File: config.mk
export PLATFORM = sky130hd
export DESIGN_NAME = prog_boot_sequencer
export DESIGN_NICKNAME = d
export VERILOG_FILES = /design/src/rtl/boot_seq_pkg.sv /design/src/rtl/boot_run_timer.sv /design/src/rtl/prog_boot_sequencer.sv
export SDC_FILE = /design/constraint.sdc
export NUM_CORES = 1
export LEC_CHECK = 0
export BUFFER_PORTS_ARGS = -buffer_cell sky130_fd_sc_hd__buf_2
export CAP_MARGIN = 20
export CORE_MARGIN = 2
export CORE_UTILIZATION = 35
export CTS_BUF_LIST = sky130_fd_sc_hd__clkbuf_4 sky130_fd_sc_hd__clkbuf_8
export DETAILED_ROUTE_END_ITERATION = 10
export GPL_ROUTABILITY_DRIVEN = 1
export PLACE_DENSITY = 0.6
export SYNTH_ARGS = -nofsm -noshare
export SYNTH_HDL_FRONTEND = slang
export SYNTH_SLANG_ARGS = --single-unit
File: constraint.sdc
create_clock -name i_clk -period 4 [get_ports i_clk]
set_clock_uncertainty 0.15 [all_clocks]
set_input_delay 1 -clock i_clk [delete_from_list [all_inputs] [get_ports i_clk]]
set_output_delay 1 -clock i_clk [all_outputs]
set_load 0.02 [all_outputs]
File: src/rtl/boot_seq_pkg.sv
// Shared definitions for the boot sequencer: default sizing and the session state encoding.
package boot_seq_pkg;

  localparam int ADDR_W_DEF  = 11;
  localparam int DATA_W_DEF  = 32;
  localparam int TIMEOUT_DEF = 4096;
  localparam int RD_LAT_DEF  = 1;

  typedef enum logic [2:0] {
    ST_IDLE,
    ST_LOAD,
    ST_RUN,
    ST_DUMP_ADDR,
    ST_DUMP_WAIT,
    ST_DUMP_OUT,
    ST_FIN
  } bootState_t;

endpackage

File: src/rtl/boot_run_timer.sv
// Free-running cycle counter held at zero while disabled; flags when it reaches a terminal value.
module boot_run_timer #(
  parameter int CNT_W = 13
) (
  input  logic             i_clk,
  input  logic             i_rst_n,
  input  logic             i_en,
  input  logic [CNT_W-1:0] i_last,
  output logic             o_tc
);

  logic [CNT_W-1:0] r_count;

  always_ff @(posedge i_clk or negedge i_rst_n) begin
    if (!i_rst_n)  r_count <= '0;
    else if (!i_en) r_count <= '0;
    else            r_count <= r_count + CNT_W'(1);
  end

  assign o_tc = i_en && (r_count == i_last);

endmodule

File: src/rtl/prog_boot_sequencer.sv
// Runs one core session: stream program into instruction memory, release the core,
// wait for done (or time out), then stream a window of data memory back out.
module prog_boot_sequencer
  import boot_seq_pkg::*;
#(
  parameter int ADDR_W  = ADDR_W_DEF,
  parameter int DATA_W  = DATA_W_DEF,
  parameter int TIMEOUT = TIMEOUT_DEF,
  parameter int RD_LAT  = RD_LAT_DEF
) (
  input  logic              i_clk,
  input  logic              i_rst_n,
  input  logic              i_start,
  input  logic              i_abort,
  input  logic [ADDR_W-1:0] i_prog_len,
  input  logic [ADDR_W-1:0] i_dump_base,
  input  logic [ADDR_W-1:0] i_dump_len,
  input  logic              i_s_valid,
  output logic              o_s_ready,
  input  logic [DATA_W-1:0] i_s_data,
  output logic              o_cpu_rst,
  output logic [DATA_W-1:0] o_instr,
  output logic [ADDR_W-1:0] o_instr_addr,
  output logic              o_ins_we,
  output logic [ADDR_W-1:0] o_data_addr,
  input  logic              i_cpu_done,
  input  logic [DATA_W-1:0] i_memory_out,
  output logic              o_m_valid,
  input  logic              i_m_ready,
  output logic [DATA_W-1:0] o_m_data,
  output logic              o_busy,
  output logic              o_finished,
  output logic              o_timeout_err
);

  localparam int CNT_W = $clog2(TIMEOUT + RD_LAT) + 1;
  localparam logic [CNT_W-1:0] RUN_LAST  = CNT_W'(TIMEOUT - 1);
  localparam logic [CNT_W-1:0] WAIT_LAST = CNT_W'(RD_LAT - 1);

  bootState_t        r_state, w_nextState;
  logic [ADDR_W-1:0] r_progLen, r_dumpBase, r_dumpLen, r_wrIdx, r_rdIdx;
  logic [ADDR_W-1:0] r_instrAddr, r_dataAddr;
  logic [DATA_W-1:0] r_instr, r_mData;
  logic              r_insWe, r_timeoutErr;
  logic              w_accept, w_loadHs, w_lastLoad, w_dumpHs, w_lastDump, w_runTimeout;
  logic              w_timerEn, w_timerTc;
  logic [CNT_W-1:0]  w_timerLast;

  // One counter serves both the RUN watchdog and the memory read-latency wait.
  assign w_timerEn   = (r_state == ST_RUN) || (r_state == ST_DUMP_WAIT);
  assign w_timerLast = (r_state == ST_RUN) ? RUN_LAST : WAIT_LAST;

  boot_run_timer #(.CNT_W(CNT_W)) u_timer (
    .i_clk   (i_clk),
    .i_rst_n (i_rst_n),
    .i_en    (w_timerEn),
    .i_last  (w_timerLast),
    .o_tc    (w_timerTc)
  );

  assign w_accept     = (r_state == ST_IDLE) && i_start && !i_abort;
  assign w_loadHs     = (r_state == ST_LOAD) && i_s_valid && !i_abort;
  assign w_lastLoad   = w_loadHs && (r_wrIdx == r_progLen - ADDR_W'(1));
  assign w_dumpHs     = (r_state == ST_DUMP_OUT) && i_m_ready && !i_abort;
  assign w_lastDump   = w_dumpHs && ((r_rdIdx + ADDR_W'(1)) == r_dumpLen);
  assign w_runTimeout = (r_state == ST_RUN) && !i_cpu_done && w_timerTc && !i_abort;

  always_ff @(posedge i_clk or negedge i_rst_n) begin
    if (!i_rst_n) r_state <= ST_IDLE;
    else          r_state <= w_nextState;
  end

  always_comb begin
    w_nextState = r_state;
    case (r_state)
      ST_IDLE:      if (i_start) w_nextState = (i_prog_len == '0) ? ST_RUN : ST_LOAD;
      ST_LOAD:      if (w_lastLoad) w_nextState = ST_RUN;
      ST_RUN: begin
        if (i_cpu_done)     w_nextState = (r_dumpLen == '0) ? ST_FIN : ST_DUMP_ADDR;
        else if (w_timerTc) w_nextState = ST_IDLE;
      end
      ST_DUMP_ADDR: w_nextState = ST_DUMP_WAIT;
      ST_DUMP_WAIT: if (w_timerTc) w_nextState = ST_DUMP_OUT;
      ST_DUMP_OUT:  if (w_dumpHs) w_nextState = w_lastDump ? ST_FIN : ST_DUMP_ADDR;
      ST_FIN:       w_nextState = ST_IDLE;
      default:      w_nextState = ST_IDLE;
    endcase
    if (i_abort) w_nextState = ST_IDLE;
  end

  // Session datapath: parameter capture, instruction writes, dump address walk and capture.
  always_ff @(posedge i_clk or negedge i_rst_n) begin
    if (!i_rst_n) begin
      r_progLen    <= '0;
      r_dumpBase   <= '0;
      r_dumpLen    <= '0;
      r_wrIdx      <= '0;
      r_rdIdx      <= '0;
      r_instr      <= '0;
      r_instrAddr  <= '0;
      r_insWe      <= 1'b0;
      r_dataAddr   <= '0;
      r_mData      <= '0;
      r_timeoutErr <= 1'b0;
    end else begin
      r_insWe <= 1'b0;
      if (w_accept) begin
        r_progLen    <= i_prog_len;
        r_dumpBase   <= i_dump_base;
        r_dumpLen    <= i_dump_len;
        r_wrIdx      <= '0;
        r_timeoutErr <= 1'b0;
      end
      if (w_loadHs) begin
        r_instr     <= i_s_data;
        r_instrAddr <= r_wrIdx;
        r_insWe     <= 1'b1;
        r_wrIdx     <= r_wrIdx + ADDR_W'(1);
      end
      if (w_runTimeout) r_timeoutErr <= 1'b1;
      if ((r_state == ST_RUN) && i_cpu_done && !i_abort) begin
        r_dataAddr <= r_dumpBase;
        r_rdIdx    <= '0;
      end
      if ((r_state == ST_DUMP_WAIT) && w_timerTc && !i_abort) r_mData <= i_memory_out;
      if (w_dumpHs) begin
        r_rdIdx    <= r_rdIdx + ADDR_W'(1);
        r_dataAddr <= r_dataAddr + ADDR_W'(1);
      end
    end
  end

  // The core is only out of reset while running and while its data memory is read back.
  assign o_cpu_rst     = !((r_state == ST_RUN) || (r_state == ST_DUMP_ADDR) ||
                           (r_state == ST_DUMP_WAIT) || (r_state == ST_DUMP_OUT));
  assign o_s_ready     = (r_state == ST_LOAD) && !i_abort;
  assign o_m_valid     = (r_state == ST_DUMP_OUT);
  assign o_finished    = (r_state == ST_FIN);
  assign o_busy        = (r_state != ST_IDLE);
  assign o_instr       = r_instr;
  assign o_instr_addr  = r_instrAddr;
  assign o_ins_we      = r_insWe;
  assign o_data_addr   = r_dataAddr;
  assign o_m_data      = r_mData;
  assign o_timeout_err = r_timeoutErr;

endmodule

### Yosys cells after proc, flatten, opt, wreduce, memory -nomap -nowiden

Cells that the tools add are included.

| operators by class | value |
|---|---|
| add/sub/neg operators | 5 |
| equality and inequality tests | 14 |
| mux-type cells | 22 |
| reductions and logical operators | 32 |

Operators by type and width:

| kind | number |
|---|---|
| 11-bit two-way mux | 6 |
| 11-bit by 1-bit adder with 11-bit output, second input constant | 3 |
| 3-bit two-way mux | 9 |
| 11-bit equality test | 2 |
| 11-bit logical NOT | 2 |
| 3-bit case mux with 6 select lines | 1 |
| 1-bit logical AND | 17 |
| 14-bit by 1-bit adder with 14-bit output, second input constant | 1 |
| 14-bit by 12-bit equality test with 1-bit output | 1 |
| 14-bit two-way mux | 1 |
| 12-bit two-way mux | 1 |
| 11-bit by 1-bit subtractor with 11-bit output, second input constant | 1 |
| 3-bit equality test, second input constant | 3 |
| 3-bit inequality test, second input constant | 3 |
| 3-bit by 2-bit equality test with 1-bit output, second input constant | 2 |
| 2-bit nonzero test | 3 |
| 5-bit AND reduction | 1 |
| 1-bit logical OR | 4 |
| 4-bit inequality test, second input constant | 1 |
| 3-bit by 1-bit equality test with 1-bit output, second input constant | 1 |
| 1-bit logical NOT | 3 |
| 3-bit logical NOT | 1 |
| 1-bit two-way mux | 3 |
| 3-bit by 2-bit inequality test with 1-bit output, second input constant | 1 |
| other kinds (2) | 2 |

| storage, ports and cells | value |
|---|---|
| bits in registers | 160 |
| input bits | 104 |
| word-level logic and storage cells | 86 |

### Longest topological paths before layout

Gate-level depths: netlist of the first run.

| depth | value |
|---|---|
| word-level depth | 8 |
| depth in mapped cells | 10 |
| mapped depth without buffers | 9 |

### Cells and area by module

A second synthesis of the first run with hierarchy kept.

| unflattened totals | value |
|---|---|
| cell total of the unflattened synthesis | 751 |
| area total of the unflattened synthesis | 7614.8 µm² |

By module, submodules not included:

| module | instances | cells each | area an instance (µm²) |
|---|---|---|---|
| prog_boot_sequencer | 1 | 664 | 6785.3 |
| boot_run_timer | 1 | 87 | 829.5 |

### Worst setup path before layout of the first run

Ideal clock, no wire load.

| timing path | value |
|---|---|
| kind | input port to flip-flop |
| start point | input port i_abort |
| end point | register r_state[1] |
| library setup time | 0.125 ns |
| arrival time | 2.626 ns |
| data required time | 3.725 ns |
| setup slack | 1.100 ns |
| stages | 9 |
| path buffers | 0 |
| cell sequence | nor2_1 > nand3_1 > inv_1 > nand2_1 > inv_1 > o2111ai_1 > nor4_1 > o211ai_1 > mux2_2 |

| on the way | value |
|---|---|
| word-level cells in the longest chain between the ends | 5 |

Ends and longest elaborated chain:

| item | RTL line | text |
|---|---|---|
| from (decl) | prog_boot_sequencer.sv:14 | `input logic i_abort,` |
| 1-bit logical NOT | prog_boot_sequencer.sv:62, prog_boot_sequencer.sv:64 |  |
| 1-bit logical AND | prog_boot_sequencer.sv:62 | `assign w_loadHs = (r_state == ST_LOAD) && i_s_valid && !i_abort;` |
| 1-bit logical AND | prog_boot_sequencer.sv:63 | `assign w_lastLoad = w_loadHs && (r_wrIdx == r_progLen - ADDR_W'(1));` |
| 3-bit inequality test (no source line) | n/a |  |
| 5-bit AND reduction (no source line) | n/a |  |
| to (signal assigned) | prog_boot_sequencer.sv:70 | `else r_state <= w_nextState;` |
| to (decl) | prog_boot_sequencer.sv:40 | `bootState_t r_state, w_nextState;` |

Several ways; a longest one is shown, not always the timed one.
A chain may end at the register's enable or synchronous reset.

### Worst setup path in the final report of the first run

| timing path | value |
|---|---|
| start point | input port i_abort |
| end point | output port o_s_ready |

| on the way | value |
|---|---|
| word-level cells in the longest chain between the ends | 2 |

Ends and longest elaborated chain:

| item | RTL line | text |
|---|---|---|
| 1-bit logical NOT | prog_boot_sequencer.sv:136 | `assign o_s_ready = (r_state == ST_LOAD) && !i_abort;` |
| 1-bit logical AND | prog_boot_sequencer.sv:136 |  |
| to (decl) | prog_boot_sequencer.sv:19 | `output logic o_s_ready,` |

Every way passes these cells.

==> results of run 1 <==
## cells by family after synthesis
group	count (synthesis)
and+or+nand+nor	331
AOI/OAI and AO/OA	95
DFF	160
muxes	70
xor gates and xnor gates	36
adders and majority gates	5
buffers and inverters	55
## critical path, delay by kind of cell
kind,cells,cell delay [ns]
AND/OR/NAND/NOR,2,0.43
buffers and inverters,3,0.56
## registers in the layout, summed over array words and instances, names as in the netlist
register,count
r_dumpLen,11
r_state,3
r_dumpBase,11
o_m_data,32
o_data_addr,11
o_instr,32
o_timeout_err,1
o_instr_addr,11
r_rdIdx,11
o_ins_we,1
r_progLen,11
u_timer.r_count,14
r_wrIdx,11
## Yosys cell counts, types with 2 or more instances
cell type	number
and2_1	4
or3_1	5
a21oi_1	14
o211ai_1	4
nand3b_1	2
xor2_1	20
mux2_2	36
nor4_1	15
a31oi_1	3
o21ai_0	33
buf_6	3
nand4_1	11
mux2_4	30
or3b_2	2
nand3_1	17
o31ai_1	5
nor4b_1	2
inv_1	14
o21a_1	2
o32ai_1	4
buf_1	6
clkbuf_1	30
o22ai_1	5
ha_1	5
a311oi_1	4
o2111ai_1	2
nor2_1	47
nor2b_1	2
or2_2	3
dfrtp_1	160
mux2i_1	4
and3_1	11
nand2_1	170
a22o_1	2
o221a_2	3
and4_1	5
xnor2_1	16
nor3_1	17
nand2b_1	8
a211oi_1	3
or4_1	3
## per-layer routing
| metal | global-route usage [%] | vias to the layer above |
|---|---|---|
| met5 | 0 | - |
| met4 | 4.272 | 4 |
| met3 | 4.920 | 21 |
| met2 | 26.17 | 160 |
| met1 | 21.22 | 2875 |
| li1 | - | 2984 |
## power breakdown
part / switching (uW) / leakage [uW] / total (uW) / internal, uW
Combinational: 1240 / 0.00242 / 2240 / 998
Clock: 631 / 0.000219 / 1360 / 724
Sequential: 480 / 0.00206 / 2640 / 2160
Total: 2350 / 0.00471 / 6240 / 3890
## stage by stage
stage | util (%) | worst slack, ns | instance area, um2 | instances
floorplan | - | 1.100 | 7699 | 752
CTS | 43.37 | 0.8607 | 9407 | 1229
global route | 43.38 | 0.5834 | 9409 | 1230
global placement | 41.29 | 0.8927 | 8955 | 1197
finish | 43.39 | 0.8617 | 9412 | 1231
detailed placement | 41.29 | 0.8549 | 8955 | 1197
## area by class of cell
| cell class | count | area share, % |
|---|---|---|
| inverter | 15 | 0.5982 |
| clock buffer | 20 | 2.858 |
| antenna | 2 | 0.05318 |
| clock inverter | 12 | 1.941 |
| sequential | 160 | 42.54 |
| tap | 280 | 3.722 |
| multi-input combinational | 537 | 36.81 |
| timing repair buffer | 205 | 11.47 |
## cell usage in the layout, fill, tap and decap left out, types with 3 or more instances in the layout
master	n
a31oi_1	3
nor2_1	47
clkinv_4	3
xor2_1	20
inv_1	14
bufinv_16	4
dfrtp_1	160
or2_2	3
nand2b_1	8
buf_4	7
clkbuf_8	19
o21ai_0	33
mux2_2	36
clkinvlp_4	3
or4_1	3
nand2_1	169
nand4_1	11
o22ai_1	5
or3_1	5
a211oi_1	3
and2_1	4
nor3_1	17
a311oi_1	4
nor4_1	15
xnor2_1	16
o221a_2	3
ha_1	5
o32ai_1	4
nand3_1	17
mux2i_1	4
buf_2	195
and4_1	5
o31ai_1	5
o211ai_1	4
and3_1	11
mux2_4	30
a21oi_1	14
## worst min-delay path by stage
stage	slack [ns]	startpoint	endpoint	cells after the start
5_1_grt	0.34	o_instr[8]	o_instr[8]	2
3_3_place_gp	0.30	o_instr_addr[4]	o_instr_addr[4]	2
2_1_floorplan	0.32	r_dumpBase[6]	r_dumpBase[6]	1
4_1_cts	0.33	o_instr[8]	o_instr[8]	2
3_5_place_dp	0.31	o_instr[27]	o_instr[27]	2
6_report	0.32	o_instr[8]	o_instr[8]	2
==> impl_metrics.ini, run 1 <==
[worst_setup_path]
crit_end = o_s_ready
required_ns = 2.85
startpoint_type = primary input
critPathKind = in -> out
cpMostUsedCell = buf_2
critPathCaptureType = primary output
cp_cell_sequence = buf_2, nor2_1, nand3_1, inv_1, buf_2
critPathArrivalTime_ns = 1.99
rr_endpoint = r_state[2]
critPathMaxStageDelay_ns = 0.26
reg2reg_depth = 7
crit_start = i_abort
path_max_fanout = 6
r2r_slack_ns = 0.89
critPathSlowestCell = nor2_1
timing.rr.start = r_rdIdx[0]

[clock_network]
ctsResizeCount = 0
cts_root_buffer = clkbuf_8
cts_tree = done
clkLatencyLatePin_ns = 0.46
cts_buffer_depth = 2
cts_sinks = 160
cts_hold_buf = 0
clkTransAtPathRegs_ns = 0.08
h-tree-depth = 4
post_cts_buffers = 0
cts_buffers = 17

[timing]
max_slew_margin_pct = 44.76
period_share_pct = 78.46
hold_viol_final = 0
fin_crit_ns = 3.138
worst_pin_slew_ns = 0.8077
finalSetupViolations = 0
rsz0062_at_grt = false
setup_tns_ns = 0
fin_hold_ws_ns = 0.3245
slew_viol_final = 0
fmax_mhz = 318.6

[drt]
totalWireLength_mm = 18.74
met2_length_mm = 8.640
vias_per_cell = 4.910
top_layer = met5
dr_wl_met3_mm = 1.181
vias = 6044
firstDrtPassIters = 4
wl_met1_mm = 8.625
drt-initial-drc-count = 356
antenna_left = 0
wl_per_cell_um = 15.22
drc = 0

[final_layout]
fin_nets = 1045
fillers = 2106
drive_above_1_share_pct = 33.19
regArea_mm2 = 0.004004
multi_input_area_mm2 = 0.003465
syn2layout_area_growth_pct = 22.25

[pwr]
leakagePower_uw = 0.004705
irDropWorstVdd_uv = 377.6
power_density_mw_per_mm2 = 662.9
power.total_uw = 6239

[yosys]
netlist-cell-type-count = 61
synth_top_area_cell = dfrtp_1
synth_area_leaders = dfrtp_1 (52%), nand2_1 (8.3%), mux2_4 (5.9%)
synth_simple_gate_area_share_pct = 20.09
synth-seq-area-share_pct = 52.01
synth_cells = 752
syn_nets = 861
synth_xor_area_share_pct = 4.096
async_flop_share_pct = 100.0
synth-edff-count = 0
synthAdderAreaFrac_pct = 0.8126
yosysTopAreaCellShare_pct = 52.01
synth_compound_area_share_pct = 8.337
synth-warning-count = 0
avgSynthCellArea_um2 = 10.24
synth_area_mm2 = 0.007699
synth_top_family_by_area = simple AND/OR/NAND/NOR gates
synthMuxAreaShare_pct = 11.64
postSynthRegisterBits = 160
ys.flop_type = dfrtp_1

[die]
rows = 54
start_util_pct = 35.50
ios = 197
die_area_mm2 = 0.02320
chipHeight_um = 152.3
die_x_um = 152.3
core_mm2 = 0.02169

[grt]
grt_usage_pct = 16.17
grt-ovfl-total = 0
grt_max_degree = 72
grt_pass1_wl_mm = 30.77
antenna_found_initial = 4
grt_pass1_vias = 5942

[placement]
place_congestion = 0.8451
place_hpwl_mm = 13.24
numPortBuffers = 196

[worst_hold_path]
hold_path_class = reg -> reg

[run]
maxCapViolations = 0

[outcome]
outcome = completed
(Power assumes the default switching activity.)
==> run 2: changes to the inputs <==
- ABC_AREA: not set -> 1
- clock period: 4 -> 2.9 ns (I/O delays scaled with it)
==> run 2 against run 1 <==
Compared with the run above:
- global-route usage is 0.53 points higher
- final area is 0.27% higher
- utilization hardly changed
- cell count is 19% higher
- synthesized cell count is 30% higher
- worst hold slack worse by 0.23 ns
- non-clock buffer count is 3 higher
- routed wire length is 1.8% higher
- first-iteration DRC count is 33% higher
- largest power group is now combinational logic
- highest routed layer is now met4
==> impl_metrics.ini, run 2 <==
[outcome]
outcome = completed

[pwr]
power.total_uw = 8924
leakagePower_uw = 0.005100
power_density_mw_per_mm2 = 945.7
power.internal_uw = 5059
clkPwrFrac_pct = 18.4
sw_frac_of_total_pct = 43.31
irDropWorstVdd_uv = 387.2
p_seq_share_pct = 40.6
switchingPower_uw = 3865
power_frac_comb_pct = 41.1

[timing]
slew_viol_final = 0
period_share_pct = 91.14
rsz0062_at_grt = false
fin_hold_ws_ns = 0.09741
hold_viol_final = 0
worst_pin_slew_ns = 0.5965
setup_tns_ns = 0
fmax_mhz = 378.4
max_slew_margin_pct = 60.23
fin_ws_ns = 0.2570
finalSetupViolations = 0
fin_crit_ns = 2.643

[yosys]
postSynthRegisterBits = 160
async_flop_share_pct = 100.0
synth_area_leaders = dfrtp_1 (52%), nand2_1 (17%), inv_1 (6.4%)
synth-edff-count = 0
synth_most_common_cell = nand2_1
synth_area_mm2 = 0.007741
synth-seq-area-share_pct = 51.72
ys.flop_type = dfrtp_1
synth_top_area_cell = dfrtp_1
avgSynthCellArea_um2 = 7.923
synth_cells = 977
syn_nets = 1086
synth-warning-count = 0
synth.top_cells.by_count = nand2_1 (343), dfrtp_1 (160), inv_1 (132)
yosysTopAreaCellShare_pct = 51.72
netlist-cell-type-count = 35

[die]
ios = 197
die_x_um = 152.7
start_util_pct = 35.58
rows = 54
chipHeight_um = 152.7
die_area_mm2 = 0.02332
core_mm2 = 0.02176

[placement]
dpl_worst_slack_ns = 0.4561
numPlacedInstances = 1435
place_hpwl_mm = 14.05
numPortBuffers = 196
place_congestion = 0.8861

[clock_network]
clkTransAtPathRegs_ns = 0.09
h-tree-depth = 4
ctsResizeCount = 0
cts_tree = done
cts_root_buffer = clkbuf_8
cts_buffers = 17
clkLatencyLatePin_ns = 0.46
cts_sinks = 160
cts_buffer_depth = 2
post_cts_buffers = 0
cts_hold_buf = 0

[grt]
antenna_found_initial = 1
grt_max_degree = 62
grt_pass1_wl_mm = 31.98
grt_pass1_vias = 6466
grt-ovfl-total = 0
grt_usage_pct = 16.70

[final_layout]
drive_above_1_share_pct = 23.93
fin_nets = 1283
final_common_cell = nand2_1
final_cell_mix = nand2_1 (343), buf_2 (195), dfrtp_1 (160)
instances_no_fill = 1468
syn2layout_area_growth_pct = 21.90

[worst_setup_path]
r2r_slack_ns = 0.42
startpoint_type = register
critPathKind = reg -> out
critPathArrivalTime_ns = 1.77
critPathCaptureType = primary output
path_max_fanout = 5
required_ns = 2.03

[drt]
vias_per_cell = 4.647
vias = 6822
drt-initial-drc-count = 474
antenna_left = 0
wl_per_cell_um = 12.99
drc = 0
totalWireLength_mm = 19.08
firstDrtPassIters = 5

[worst_hold_path]
hold_path_class = in -> async

[run]
maxCapViolations = 0
-- run 2: cell count changes after synthesis, moves of 32 or more --
| cell | previous run | this run |
|---|---|---|
| o21ai_0 | 33 | 72 |
| o21ai_2 | 0 | 32 |
| nand2_1 | 170 | 343 |
| inv_1 | 14 | 132 |
| mux2_2 | 36 | 0 |
| nand3_1 | 17 | 50 |
-- run 2: critical path, stage by stage, from the launching register on --
cell     delay [ns]
dfrtp_1        0.44
inv_1          0.09
nor2_2         0.16
inv_1          0.08
nor2_1         0.30
nor3_1         0.08
buf_2          0.18
-- run 2: layout make-up --
class | instances | area (um2)
fill | 2268 | 12320
sequential | 160 | 4004
multi-input combinational | 653 | 3069
timing repair buffer | 208 | 1115
inverter | 134 | 503.0
tap | 280 | 350.3
clock buffer | 18 | 247.7
clock inverter | 14 | 145.1
antenna | 1 | 2.502
-- run 2: cells by family (layout without fill, tap and decap cells) --
| family | count (synthesis) | in the layout | share of synthesized area (%) |
|---|---|---|---|
| buffers and inverters | 164 | 374 | 8.647 |
| AND/OR/NAND/NOR | 489 | 489 | 25.78 |
| XOR/XNOR | 13 | 13 | 1.471 |
| AO/OA/AOI/OAI | 146 | 146 | 11.57 |
| other | 0 | 1 | 0 |
| adder cells (fa/ha/maj) | 5 | 5 | 0.8081 |
| flip-flops | 160 | 160 | 51.72 |
-- run 2: final timing paths --
path | depth (start not counted) | from | endpoint
hold reg to reg | 1 | u_timer.r_count[13] | u_timer.r_count[13]
hold / removal | 1 | i_rst_n | o_m_data[26]
min in group i_clk | 1 | u_timer.r_count[13] | u_timer.r_count[13]
setup / recovery | 6 | r_state[0] | o_cpu_rst
setup reg to reg | 14 | r_progLen[0] | r_state[1]
max in group asynchronous | 2 | i_rst_n | o_instr_addr[2]
-- run 2: power groups by stage --
stage | combinational (uW) | sequential (uW) | clock [uW]
after floorplan | 1850 | 4260 | 0
after global placement | 3650 | 3640 | 0
after detailed placement | 3700 | 3660 | 0
after CTS | 3710 | 3620 | 1710
after global routing | 4120 | 3760 | 1810
final | 3660 | 3620 | 1640
-- run 2: routing by layer --
| metal | vias to the layer above | global-route usage [%] | wire [um] |
|---|---|---|---|
| met3 | 23 | 4.238 | 1313 |
| met4 | 0 | 5.335 | 302 |
| met5 | - | 0 | 0 |
| met2 | 214 | 27.01 | 8799 |
| met1 | 3115 | 22.05 | 8660 |
| li1 | 3470 | - | - |
-- run 2: per-stage QoR --
| stage | cell area (um2) | utilization, % |
|---|---|---|
| floorplan | 7741 | - |
| global placement | 9041 | 41.56 |
| detailed placement | 9041 | 41.56 |
| CTS | 9434 | 43.36 |
| global route | 9434 | 43.36 |
| finish | 9437 | 43.37 |
==> run 3: changes to the inputs <==
- CTS_CLUSTER_DIAMETER: not set -> 30
- PLACE_DENSITY: 0.6 -> 0.69
==> run 3 against run 2 <==
Compared with the run above:
- power is 0.30% lower
- critical path depth stayed put
- critical endpoint unchanged
- cell count stayed put
- routed wire length is 0.59% lower
- sequential power hardly changed
- final area is 0.29% lower
- worst hold slack worse by 0.046 ns
- combinational power hardly changed
- largest cell class unchanged
- global-route usage is 0.24 points higher
==> impl_metrics.ini, run 3 (synthesis gave the netlist of run 2 again) <==
[worst_setup_path]
crit_end = o_cpu_rst
startpoint_type = register
critPathCaptureType = primary output
r2r_slack_ns = 0.46
timing.rr.start = r_state[2]
path_max_fanout = 5
reg2reg_depth = 10
rr_endpoint = o_m_data[15]
critPathKind = reg -> out
crit_start = r_state[0]
required_ns = 2.03
critPathArrivalTime_ns = 1.81

[placement]
numPortBuffers = 196
place_congestion = 0.8539
place_hpwl_mm = 14.02
numPlacedInstances = 1435

[drt]
drt-initial-drc-count = 516
wl_per_cell_um = 12.92
vias_per_cell = 4.605
antenna_left = 0
firstDrtPassIters = 5
totalWireLength_mm = 18.96
drc = 0
vias = 6760

[timing]
worst_pin_slew_ns = 0.7841
setup_tns_ns = 0
max_slew_margin_pct = 47.73
rsz0062_at_grt = false
fin_hold_ws_ns = 0.05149
finalSetupViolations = 0
period_share_pct = 92.56
fin_crit_ns = 2.684
hold_viol_final = 0
fmax_mhz = 372.5
slew_viol_final = 0

[final_layout]
drive_above_1_share_pct = 23.93
final_common_cell = nand2_1
fin_nets = 1283
syn2layout_area_growth_pct = 21.55
final_cell_mix = nand2_1 (343), buf_2 (195), dfrtp_1 (160)
instances_no_fill = 1468
fillers = 2199

[die]
die_area_mm2 = 0.02332
core_mm2 = 0.02176
ios = 197
chipHeight_um = 152.7
die_x_um = 152.7
rows = 54
start_util_pct = 35.58

[clock_network]
cts_buffers = 17
clkLatencyLatePin_ns = 0.45
cts_hold_buf = 0
ctsResizeCount = 0
cts_buffer_depth = 2
clkTransAtPathRegs_ns = 0.10
cts_sinks = 160
post_cts_buffers = 0
cts_root_buffer = clkbuf_8
cts_tree = done
h-tree-depth = 4

[grt]
grt_max_degree = 65
antenna_found_initial = 1
grt-ovfl-total = 0
grt_pass1_vias = 6589
grt_usage_pct = 16.94
grt_pass1_wl_mm = 32.41

[pwr]
leakagePower_uw = 0.005093
power.total_uw = 8898
irDropWorstVdd_uv = 392.6
power_density_mw_per_mm2 = 945.7

[run]
maxCapViolations = 0

[worst_hold_path]
hold_path_class = in -> async

[outcome]
outcome = completed
==> run 3: critical path, stage by stage (launching register included) <==
cell	delay, ns
dfrtp_1	0.44
inv_1	0.09
nor2_2	0.13
inv_1	0.07
nor2_1	0.34
nor3_1	0.10
buf_2	0.19
==> run 3: power by group <==
part	switching [uW]	internal [uW]	leakage, uW
registers	565	3070	0.00206
clock network	898	716	0.000183
logic	2390	1260	0.00285
total	3860	5040	0.00509
==> run 3: worst min-delay path by stage <==
stage | from | endpoint | slack, ns | cells after the start
after floorplan | i_rst_n | o_data_addr[0] | 0.28 | 0
after global placement | o_instr[30] | o_instr[30] | 0.30 | 2
after detailed placement | o_instr[4] | o_instr[4] | 0.30 | 2
after CTS | i_rst_n | o_instr[16] | 0.05 | 1
after global routing | i_rst_n | o_instr[16] | 0.07 | 1
final | i_rst_n | o_instr[16] | 0.05 | 1
==> run 3: metrics by stage <==
| stage | area (um2) | worst slack, ns | util (%) |
|---|---|---|---|
| final | 9409 | 0.2157 | 43.25 |
| after global routing | 9409 | 0.1095 | 43.25 |
| after CTS | 9407 | 0.2253 | 43.24 |
| after detailed placement | 9029 | 0.4892 | 41.50 |
| after global placement | 9029 | 0.5026 | 41.50 |
| after floorplan | 7741 | 0.7938 | - |
==> run 3: layer usage <==
metal,vias to the layer above,share of wire (%),global-route usage (%)
li1,3467,-,-
met1,3026,46,22.87
met2,243,46,27.59
met3,24,6.7,3.584
met4,0,1.5,4.894
met5,-,0,0
==> run 3: area by class of cell <==
| class | instances | area (um2) | share of cell area, % |
|---|---|---|---|
| Antenna cell | 1 | 2.502 | 0.02660 |
| Clock buffer | 19 | 249.0 | 2.646 |
| Clock inverter | 13 | 128.9 | 1.370 |
| Inverter | 134 | 503.0 | 5.346 |
| Multi-Input combinational cell | 653 | 3069 | 32.62 |
| Sequential cell | 160 | 4004 | 42.55 |
| Tap cell | 280 | 350.3 | 3.723 |
| Timing Repair Buffer | 208 | 1102 | 11.72 |
